File: config.mk
export PLATFORM = sky130hd
export DESIGN_NAME = flag_branch_unit
export DESIGN_NICKNAME = d
export VERILOG_FILES = /design/src/rtl/flag_branch_unit.sv
export SDC_FILE = /design/constraint.sdc
export NUM_CORES = 1
export LEC_CHECK = 0
export CORE_AREA = 4 4 69 71
export CTS_BUF_LIST = sky130_fd_sc_hd__clkbuf_4
export CTS_CLUSTER_DIAMETER = 50
export DETAILED_ROUTE_END_ITERATION = 10
export DIE_AREA = 0 0 73 75
export PLACE_DENSITY = 0.81
export SLEW_MARGIN = 10
export SYNTH_ARGS = -nofsm -noshare
export SYNTH_HDL_FRONTEND = slang
export SYNTH_SLANG_ARGS = --single-unit
File: constraint.sdc
create_clock -name clk -period 2.4 [get_ports clk]
set_input_delay 0.48 -clock clk [delete_from_list [all_inputs] [get_ports clk]]
set_output_delay 0.48 -clock clk [all_outputs]
set_load 0.1 [all_outputs]
File: src/rtl/flag_branch_unit.sv
// Flag register with per-opcode selective update, plus branch resolution and
// a registered PC redirect. Define FLAG_FWD_EN to forward EX flags instead of stalling.
module flag_branch_unit #(
  parameter int DW   = 16,
  parameter int IMMW = 9
) (
  input  logic            clk,
  input  logic            rst,
  input  logic            hold,
  input  logic            ex_valid,
  input  logic [3:0]      ex_opcode,
  input  logic [2:0]      ex_flag,
  input  logic            id_branch,
  input  logic            id_br_reg,
  input  logic [2:0]      id_cond,
  input  logic [IMMW-1:0] id_imm,
  input  logic [DW-1:0]   id_pc_plus2,
  input  logic [DW-1:0]   id_rs_data,
  output logic [2:0]      flags,
  output logic            flag_stall,
  output logic            redirect_valid,
  output logic [DW-1:0]   redirect_target
);
  typedef enum logic [1:0] {S_RUN, S_STALL, S_SQUASH} state_t;

  state_t        r_state, w_next;
  logic [2:0]    r_flags, w_wmask, w_eval;
  logic          r_rv, w_hazard, w_taken, w_fire, w_stall;
  logic [DW-1:0] r_target, w_target, w_off;

  function automatic logic cond_true(input logic [2:0] c, input logic [2:0] f);
    logic n, v, z;
    n = f[2]; v = f[1]; z = f[0];
    case (c)
      3'b000:  cond_true = !z;
      3'b001:  cond_true = z;
      3'b010:  cond_true = !z && !n;
      3'b011:  cond_true = n;
      3'b100:  cond_true = z || (!z && !n);
      3'b101:  cond_true = n || z;
      3'b110:  cond_true = v;
      default: cond_true = 1'b1;
    endcase
  endfunction

  // Per-bit write mask of the EX op ({N,V,Z}); bubbles write nothing.
  always_comb begin
    w_wmask = 3'b000;
    if (ex_valid) begin
      if (ex_opcode[3:1] == 3'b000)                  w_wmask = 3'b111;
      else if (ex_opcode >= 4'd2 && ex_opcode <= 4'd6) w_wmask = 3'b001;
    end
  end

`ifdef FLAG_FWD_EN
  assign w_eval   = (r_flags & ~w_wmask) | (ex_flag & w_wmask);
  assign w_hazard = 1'b0;
`else
  assign w_eval   = r_flags;
  assign w_hazard = id_branch && (|w_wmask);
`endif

  assign w_taken  = cond_true(id_cond, w_eval);
  assign w_off    = {{(DW-IMMW){id_imm[IMMW-1]}}, id_imm} << 1;
  assign w_target = id_br_reg ? id_rs_data : id_pc_plus2 + w_off;

  always_comb begin
    w_next  = r_state;
    w_stall = 1'b0;
    w_fire  = 1'b0;
    case (r_state)
      S_RUN: begin
        if (w_hazard) begin
          w_stall = 1'b1;
          w_next  = S_STALL;
        end else if (id_branch && w_taken) begin
          w_fire = 1'b1;
          w_next = S_SQUASH;
        end
      end
      S_STALL: begin
        // EX now holds a bubble, so the flag register is already fresh.
        if (id_branch && w_taken) begin
          w_fire = 1'b1;
          w_next = S_SQUASH;
        end else begin
          w_next = S_RUN;
        end
      end
      S_SQUASH: w_next = S_RUN;
      default:  w_next = S_RUN;
    endcase
  end

  always_ff @(posedge clk) begin
    if (rst) begin
      r_state  <= S_RUN;
      r_flags  <= 3'b000;
      r_rv     <= 1'b0;
      r_target <= '0;
    end else if (!hold) begin
      r_state <= w_next;
      r_flags <= (r_flags & ~w_wmask) | (ex_flag & w_wmask);
      r_rv    <= w_fire;
      if (w_fire) r_target <= w_target;
    end
  end

  assign flags           = r_flags;
  assign flag_stall      = w_stall && !hold && !rst;
  assign redirect_valid  = r_rv;
  assign redirect_target = r_target;
endmodule

==> results.cfg, run 1 <==
[timing]
maxSlewHeadroom_pct = 76.1
fin_worst_skew_ns = 0.00295
setup_viol = 0
fin_ws_ns = 0.0519
fmax_mhz = 426
final.setup.tns_ns = 0
hold_violations = 0
period_needed_ns = 2.35
worstMarginPinSlew_ns = 0.356
rsz0062_at_grt = no
drv_slew = 0
min_period_over_period_pct = 97.8
whs_ns = 0.468

[worst_setup_path]
critPathKind = input port to primary output
critPathRequiredTime_ns = 1.92
path_max_fanout = 3
worstPathArrival_ns = 1.87
start_kind = input port
rrSetupSlack_ns = 0.66
end_kind = primary output

[hold_path]
hp-class = flip-flop to flip-flop

[floorplanning]
rows = 24
dieArea_um2 = 5480
start_util_pct = 41.8
ios = 78
die_w_um = 73
core_um2 = 4230
fp.dieH_um = 75

[synth]
synthAdderAreaFrac_pct = 11.6
synth-xor-area-share_pct = 4.46
netlist_top_cells_area = dfxtp_1, ha_1, a21oi_1
synth_mux_area_share_pct = 4.53
ys_seq_elements = 22
ys_async_sr_fraction_pct = 0
synth_nets = 289
synthTopCellsByCount = nand2_1, dfxtp_1, a21oi_1, nor2_1, ha_1
syn_area_per_cell_um2 = 8.15
yosysTopAreaCell = dfxtp_1
yosys.area.top_type_share_pct = 24.9
yosysMostFrequentCell = nand2_1
ys.flop_type = dfxtp_1
synth_edf_count = 0
ys_seq_area_share_pct = 24.9
synthSimpleGateAreaFrac_pct = 20.4
synth_top_family_by_area = compound AO/OA/AOI/OAI gates
synthCells = 217
ys_warn_count = 0
synth_cell_type_count = 50
synth-compound-area-share_pct = 28.3
netlist_area_um2 = 1770

[routing]
drt_iter0_markers = 83
dr.pass1.iters = 4
num_vias = 1950
ant_nets = 0
drc = 0
wl_per_cell_um = 13.9
routed_wl_um = 5130
vias_per_cell = 5.28

[grt]
grt_pass1_wl_um = 7810
globalRouteOverflowTotal = 0
track_usage_pct = 17.8
antenna_found_initial = 0
grt_pass1_vias = 1776
grt_max_degree = 25

[clock_network]
clock_sinks = 22
cts.clk_slew.worst_paths_ns = 0.12
clock_tree.buffer_depth = 2
clk_latency_ns = 0.31
cts_tree = yes
post-cts-setup-buffers = 0
clock-root-buffer = clkbuf_4
cts_htree_levels = 1
cts_hold_buf = 0
cts_buffers = 3

[place]
port_buffers = 77
hpwl_um = 4120
dp_cells = 365
place_ws_ns = -0.250
place_congestion = 0.818

[layout]
drive_above_1_share_pct = 22.1
nFillCells = 356
fin_cells = 369
area_growth_pct = 58.1
fin_nets = 390
antenna_cells = 0

[run_status]
outcome = complete, no violations

[run]
drv_cap = 0

[pwr]
p_leak_nw = 1.21
p_per_area_nw_per_um2 = 412
peakVddDrop_mv = 0.245
==> power by group <==
| group | total (W) | internal (W) | leakage [nW] | switching [W] |
|---|---|---|---|---|
| Sequential | 0.000393 | 0.000383 | 0.179 | 0.00000939 |
| Combinational | 0.000586 | 0.000259 | 1.02 | 0.000327 |
| Clock | 0.000173 | 0.0000607 | 0.0154 | 0.000113 |
==> layout by cell type (no fill, tap or decap), types with 2 or more instances in the layout <==
| cell type | n |
|---|---|
| o21bai_1 | 3 |
| clkdlybuf4s50_1 | 53 |
| a21oi_1 | 20 |
| nand2b_1 | 3 |
| o21ai_1 | 3 |
| and2_1 | 2 |
| a211oi_2 | 5 |
| o22ai_1 | 3 |
| o21ai_0 | 5 |
| a21o_1 | 4 |
| dfxtp_1 | 22 |
| o221ai_2 | 2 |
| xor2_1 | 4 |
| buf_12 | 2 |
| or3_1 | 3 |
| clkbuf_4 | 3 |
| ha_1 | 13 |
| nand2_1 | 24 |
| nor3_1 | 8 |
| buf_4 | 46 |
| mux2i_1 | 8 |
| inv_1 | 12 |
| nor2_1 | 18 |
| xnor2_1 | 5 |
| nand3_1 | 4 |
| o211ai_1 | 3 |
| nand4_1 | 2 |
| a31oi_1 | 5 |
| dlymetal6s2s_1 | 3 |
| a211o_1 | 3 |
| a311oi_2 | 2 |
==> layer usage <==
metal | GRT usage [%] | wire length [um]
met2 | 31.6 | 2520
met3 | 2.40 | 287
met4 | 3.69 | 38
met5 | 0 | 0
met1 | 23.0 | 2280
==> stage by stage <==
step / util (%) / instance area, um^2 / total power [W]
6_report: 66.0 / 2800 / 0.00115
5_1_grt: 66.0 / 2800 / 0.00122
4_1_cts: 65.2 / 2760 / 0.00115
3_5_place_dp: 64.6 / 2730 / 0.000979
3_3_place_gp: 64.6 / 2730 / 0.000969
2_1_floorplan: - / 1780 / 0.000754
==> repair_timing <==
| action | in CTS | in global routing |
|---|---|---|
| gates resized for setup | 0 | 9 |
| endpoints found under the setup margin | 1 | 2 |
| pin swaps | 1 | 5 |
| gates cloned | 0 | 0 |
==> critical path, cell delays in order <==
cell             delay [ns]
clkdlybuf4s50_1        0.39
nand2b_1               0.17
or3_4                  0.37
nor3_4                 0.25
buf_12                 0.20
==> area by class of cell <==
cell class / instances / area [um^2] / share of cell area [%]
timing repair buffer: 104 / 953 / 34.1
inverter: 12 / 45.0 / 1.61
multi-input combinational: 175 / 1270 / 45.3
clock inverter: 1 / 3.75 / 0.134
tap: 52 / 65.1 / 2.33
clock buffer: 3 / 22.5 / 0.805
sequential: 22 / 440 / 15.7
==> cell families (layout without fill, tap and decap cells) <==
group / count (synthesis) / count (layout)
and+or+nand+nor: 75 / 75
AOI/OAI and AO/OA: 67 / 67
DFF: 22 / 22
buffers and inverters: 20 / 120
adders and majority gates: 16 / 16
xor gates and xnor gates: 9 / 9
muxes: 8 / 8
==> final timing paths <==
check,start,depth (start not counted),end
max,ex_opcode[3],5,flag_stall
min,redirect_valid,2,redirect_valid
max reg2reg,flip-flop,7,redirect_target[15]
min reg2reg,redirect_valid,2,redirect_valid
(Power assumes the default switching activity.)
==> run 2: changes to the inputs <==
Clock period 2.4 ns to 2.39 ns, I/O delays scaled along.
==> run 2 against run 1 <==
Against the previous run: global-route usage rose by 0.78 points; design area increased by 0.58%; critical path depth unchanged; hold slack got worse by 0.0047 ns; non-clock buffer count increased by 1; largest power group unchanged; highest routed layer unchanged.
==> results.cfg, run 2 (synthesized netlist as in run 1, its figures left out) <==
[run_status]
outcome = complete, no violations

[layout]
antenna_cells = 0
final_cell_mix = clkdlybuf4s50_1, buf_4, nand2_1
fin_nets = 391
drive_above_1_share_pct = 21.7
final_common_cell = clkdlybuf4s50_1
nFillCells = 361
fin_cells = 370
area_growth_pct = 59.0

[pwr]
peakVddDrop_mv = 0.245
power.switching_w = 0.000460
pwr-share-seq_pct = 30.9
p_int_w = 0.000815
swShare_pct = 36.1
clock_power_share_pct = 22.5
power_frac_comb_pct = 46.5
p_leak_nw = 1.21
p_per_area_nw_per_um2 = 453

[grt]
antenna_found_initial = 0
track_usage_pct = 18.6
globalRouteOverflowTotal = 0
grt_max_degree = 25
grt_pass1_wl_um = 8160
grt_pass1_vias = 1837

[routing]
ant_nets = 0
wl_per_cell_um = 14.1
drt_iter0_markers = 106
routed_wl_um = 5210
dr.pass1.iters = 4
vias_per_cell = 5.26
num_vias = 1947
drc = 0

[clock_network]
cts_tree = yes
cts_htree_levels = 1
clk_latency_ns = 0.31
clock_tree.buffer_depth = 2
cts_buffers = 3
clock_sinks = 22
clock-root-buffer = clkbuf_4
cts.clk_slew.worst_paths_ns = 0.14

[timing]
fin_worst_skew_ns = 0.0148
drv_slew = 0
fmax_mhz = 422
worstMarginPinSlew_ns = 0.349
hold_violations = 0
maxSlewHeadroom_pct = 76.6
setup_viol = 0
period_needed_ns = 2.37
rsz0062_at_grt = yes
whs_ns = 0.464
min_period_over_period_pct = 99.1

[worst_setup_path]
path_max_fanout = 2
timing.rr.end = redirect_target[15]
start_kind = input port
crit_path_max_incr_delay_ns = 0.41
crit_family = simple AND/OR/NAND/NOR gates
reg2reg_depth = 7
end_kind = primary output
rrSetupSlack_ns = 0.65
cp-startpoint = ex_opcode[1]
cp.depth = 5
critPathKind = input port to primary output
critPathBufInv = 2
worstPathArrival_ns = 1.89
cp_cell_sequence = clkdlybuf4s50_1 -> and3_4 -> or3_4 -> nor3_4 -> buf_12
crit_path_top_delay_cell = clkdlybuf4s50_1
cp-endpoint = flag_stall
critPathRequiredTime_ns = 1.91

[place]
port_buffers = 77
hpwl_um = 4290
place_congestion = 0.812
dp_cells = 365

[hold_path]
hp-class = flip-flop to flip-flop

[run]
drv_cap = 0

[floorplanning]
fp.dieH_um = 75
start_util_pct = 41.8
rows = 24
core_um2 = 4230
dieArea_um2 = 5480
die_w_um = 73
ios = 78
[run 2: worst register-to-register path, cell delays in order (launching register included)]
cell	delay [ns]
dfxtp_1	0.37
or3b_1	0.37
o21ai_1	0.08
a21oi_1	0.11
o221a_1	0.29
buf_12	0.18
mux2i_1	0.17
o22ai_1	0.09
[run 2: layout make-up]
| cell class | instances | area [um^2] | share of cell area, % |
|---|---|---|---|
| clock inverters | 1 | 30.0 | 1.07 |
| multi-input cells | 175 | 1250 | 44.6 |
| clock buffers | 3 | 22.5 | 0.801 |
| flip-flops and latches | 22 | 440 | 15.7 |
| repair buffers | 105 | 956 | 34.0 |
| inverters | 12 | 45.0 | 1.60 |
| well taps | 52 | 65.1 | 2.31 |
[run 2: worst min-delay path by stage]
| stage | startpoint | endpoint | slack (ns) | cells after the start |
|---|---|---|---|---|
| finish | redirect_valid | redirect_valid | 0.46 | 2 |
| global route | r_state[1] | r_state[1] | 0.49 | 2 |
| CTS | redirect_target[8] | redirect_target[8] | 0.47 | 2 |
| detailed placement | redirect_target[8] | redirect_target[8] | 0.45 | 2 |
| global placement | redirect_target[10] | redirect_target[10] | 0.45 | 2 |
| floorplan | r_state[0] | r_state[0] | 0.43 | 2 |
[run 2: repair_timing]
action	CTS	global route
gates resized for setup	0	5
setup buffers	0	1
gates cloned	0	0
hold buffers	0	0
endpoints found under the setup margin	1	5
pin swaps	1	2
[run 2: per-layer routing]
layer	global-route usage (%)	wire, um	share of wire, %	vias to the layer above
met2	33.4	2580	50	71
met3	2.80	363	7.0	8
met1	23.4	2200	42	861
met4	4.10	65	1.2	0
li1	-	-	-	1007
met5	0	0	0	-
[run 2: metrics by stage]
| stage | TNS, ns | setup WS (ns) | power [W] | cell area (um^2) | utilization [%] |
|---|---|---|---|---|---|
| 6_report | 0 | 0.0225 | 0.00127 | 2810 | 66.4 |
| 5_1_grt | -0.0731 | -0.0308 | 0.00134 | 2810 | 66.4 |
| 4_1_cts | 0 | 0.0135 | 0.00127 | 2790 | 65.8 |
| 3_5_place_dp | -1.75 | -0.256 | 0.000986 | 2730 | 64.6 |
| 3_3_place_gp | -1.11 | -0.221 | 0.000973 | 2730 | 64.6 |
| 2_1_floorplan | 0 | 0.0583 | 0.000757 | 1780 | - |
[run 2: power groups by stage]
stage	sequential [W]	combinational [W]	clock, W
5_1_grt	0.000396	0.000641	0.000305
2_1_floorplan	0.000523	0.000233	0
4_1_cts	0.000394	0.000586	0.000294
3_5_place_dp	0.000402	0.000583	0
6_report	0.000394	0.000593	0.000287
3_3_place_gp	0.000402	0.000572	0
==> run 3: changes to the inputs <==
Settings changed: MAX_ROUTING_LAYER from default to met4, REMOVE_ABC_BUFFERS from default to 1.
==> run 3 against run 2 <==
Against the previous run: register-to-register slack lost 0.05 ns; first-iteration DRC count shrank 42%; worst setup slack gained 0.081 ns; clock power shrank 40%; clock skew shrank 0.014 ns; largest power group unchanged; flip-flop and latch count is the same; combinational power is essentially flat.
==> results.cfg, run 3 (synthesized netlist as in run 1, its figures left out) <==
[worst_setup_path]
start_kind = input port
timing.rr.end = redirect_target[6]
crit_path_top_delay_cell = clkdlybuf4s50_1
critPathKind = input port to flip-flop
crit_family = compound AO/OA/AOI/OAI gates
cp_cell_sequence = clkdlybuf4s50_1 -> ha_1 -> inv_1 -> fa_2 -> nand2b_1 -> a21o_1 -> a31o_2 -> o221ai_2 -> xnor2_1 -> o22ai_1
worstPathArrival_ns = 2.48
end_kind = flip-flop
critPathBufInv = 2
path_max_fanout = 2
rrSetupSlack_ns = 0.60
critPathRequiredTime_ns = 2.59
crit_path_max_incr_delay_ns = 0.46
reg2reg_depth = 7

[timing]
worstMarginPinSlew_ns = 0.385
drv_slew = 0
period_needed_ns = 2.29
hold_violations = 0
maxSlewHeadroom_pct = 74.3
fmax_mhz = 437
whs_ns = 0.466
final.setup.tns_ns = 0
setup_viol = 0
min_period_over_period_pct = 95.7
fin_worst_skew_ns = 0.000812
fin_ws_ns = 0.104

[layout]
drive_above_1_share_pct = 22.9
area_growth_pct = 60.4
final_common_cell = clkdlybuf4s50_1
fin_nets = 393
antenna_cells = 0
fin_util_pct = 67.0
final_cell_mix = clkdlybuf4s50_1, buf_4, nand2_1
fin_cells = 371
nFillCells = 371
multi_input_area_um2 = 1270
seq_area_um2 = 440

[routing]
routed_wl_um = 4960
drt_iter0_markers = 61
num_vias = 1964
dr.pass1.iters = 4
vias_per_cell = 5.29
drc = 0
wl_per_cell_um = 13.4
ant_nets = 0

[grt]
globalRouteOverflowTotal = 0
use_met1_pct = 21.8
grt_use_met2_pct = 34.2
grt_pass1_vias = 1918
antenna_found_initial = 0
use_met3_pct = 1.87
grt_max_degree = 25
grt_pass1_wl_um = 8040
grt_busiest_layer = met2
track_usage_pct = 18.6

[pwr]
peakVddDrop_mv = 0.177
p_per_area_nw_per_um2 = 407
p_leak_nw = 1.25

[run_status]
outcome = complete, no violations

[floorplanning]
die_w_um = 73
fp.dieH_um = 75
dieArea_um2 = 5480
start_util_pct = 41.8
rows = 24
core_um2 = 4230
ios = 78

[clock_network]
clock_sinks = 22
clock-root-buffer = clkbuf_4
cts.clk_slew.worst_paths_ns = 0.12
cts_htree_levels = 1
clk_latency_ns = 0.30
cts_tree = yes
cts_buffers = 3
cts_hold_buf = 0
clock_tree.buffer_depth = 2

[place]
hpwl_um = 4030
port_buffers = 77
dp_cells = 368
place_ws_ns = -0.321
place_congestion = 0.868

[hold_path]
hold_depth = 2
hp-class = flip-flop to flip-flop
min_from = redirect_valid
hold_path_end = redirect_valid

[run]
drv_cap = 0
[run 3: area by class of cell]
class	count	area share, %
tap	52	2.29
sequential	22	15.5
timing repair buffer	107	35.1
inverter	12	1.59
clock buffer	3	0.794
multi-input combinational	175	44.7
[run 3: worst max-delay path by stage]
stage | startpoint | end | slack, ns | depth (start not counted)
6_report | id_imm[0] | redirect_target[15] | 0.10 | 10
5_1_grt | id_imm[0] | redirect_target[15] | -0.003 | 10
4_1_cts | id_imm[0] | redirect_target[15] | 0.007 | 10
3_5_place_dp | id_imm[0] | redirect_target[15] | -0.32 | 10
3_3_place_gp | id_imm[0] | redirect_target[15] | -0.27 | 10
2_1_floorplan | ex_opcode[2] | flag_stall | -1.20 | 3
[run 3: stage by stage]
step,instance area [um^2],total power (W)
floorplan,1710,0.000740
global placement,2760,0.000975
detailed placement,2760,0.000984
CTS,2790,0.00115
global route,2840,0.00123
finish,2840,0.00116
[run 3: timing repair]
action / CTS / global route
buffers inserted: 0 / 0
setup endpoints to repair: 1 / 5
gates resized for setup: 2 / 13
pin swaps: 1 / 2
[run 3: where the power goes]
part / internal (W) / leakage (nW) / switching, W / total [W]
Sequential: 0.000385 / 0.179 / 0.00000987 / 0.000395
Combinational: 0.000264 / 1.06 / 0.000326 / 0.000590
Clock: 0.0000588 / 0.0138 / 0.000112 / 0.000171
[run 3: layer usage]
| layer | up-vias | share of wire (%) |
|---|---|---|
| li1 | 1012 | - |
| met1 | 888 | 42 |
| met2 | 62 | 51 |
| met3 | 2 | 7.1 |
| met4 | 0 | 0.30 |
| met5 | - | 0 |
[run 3: worst reg2reg max path, cell delays in order (launching register included)]
cell	delay, ns
dfxtp_1	0.35
or3b_1	0.37
o21ai_1	0.08
a21oi_1	0.10
o221a_1	0.33
buf_4	0.21
o311a_1	0.11
nor3_1	0.17
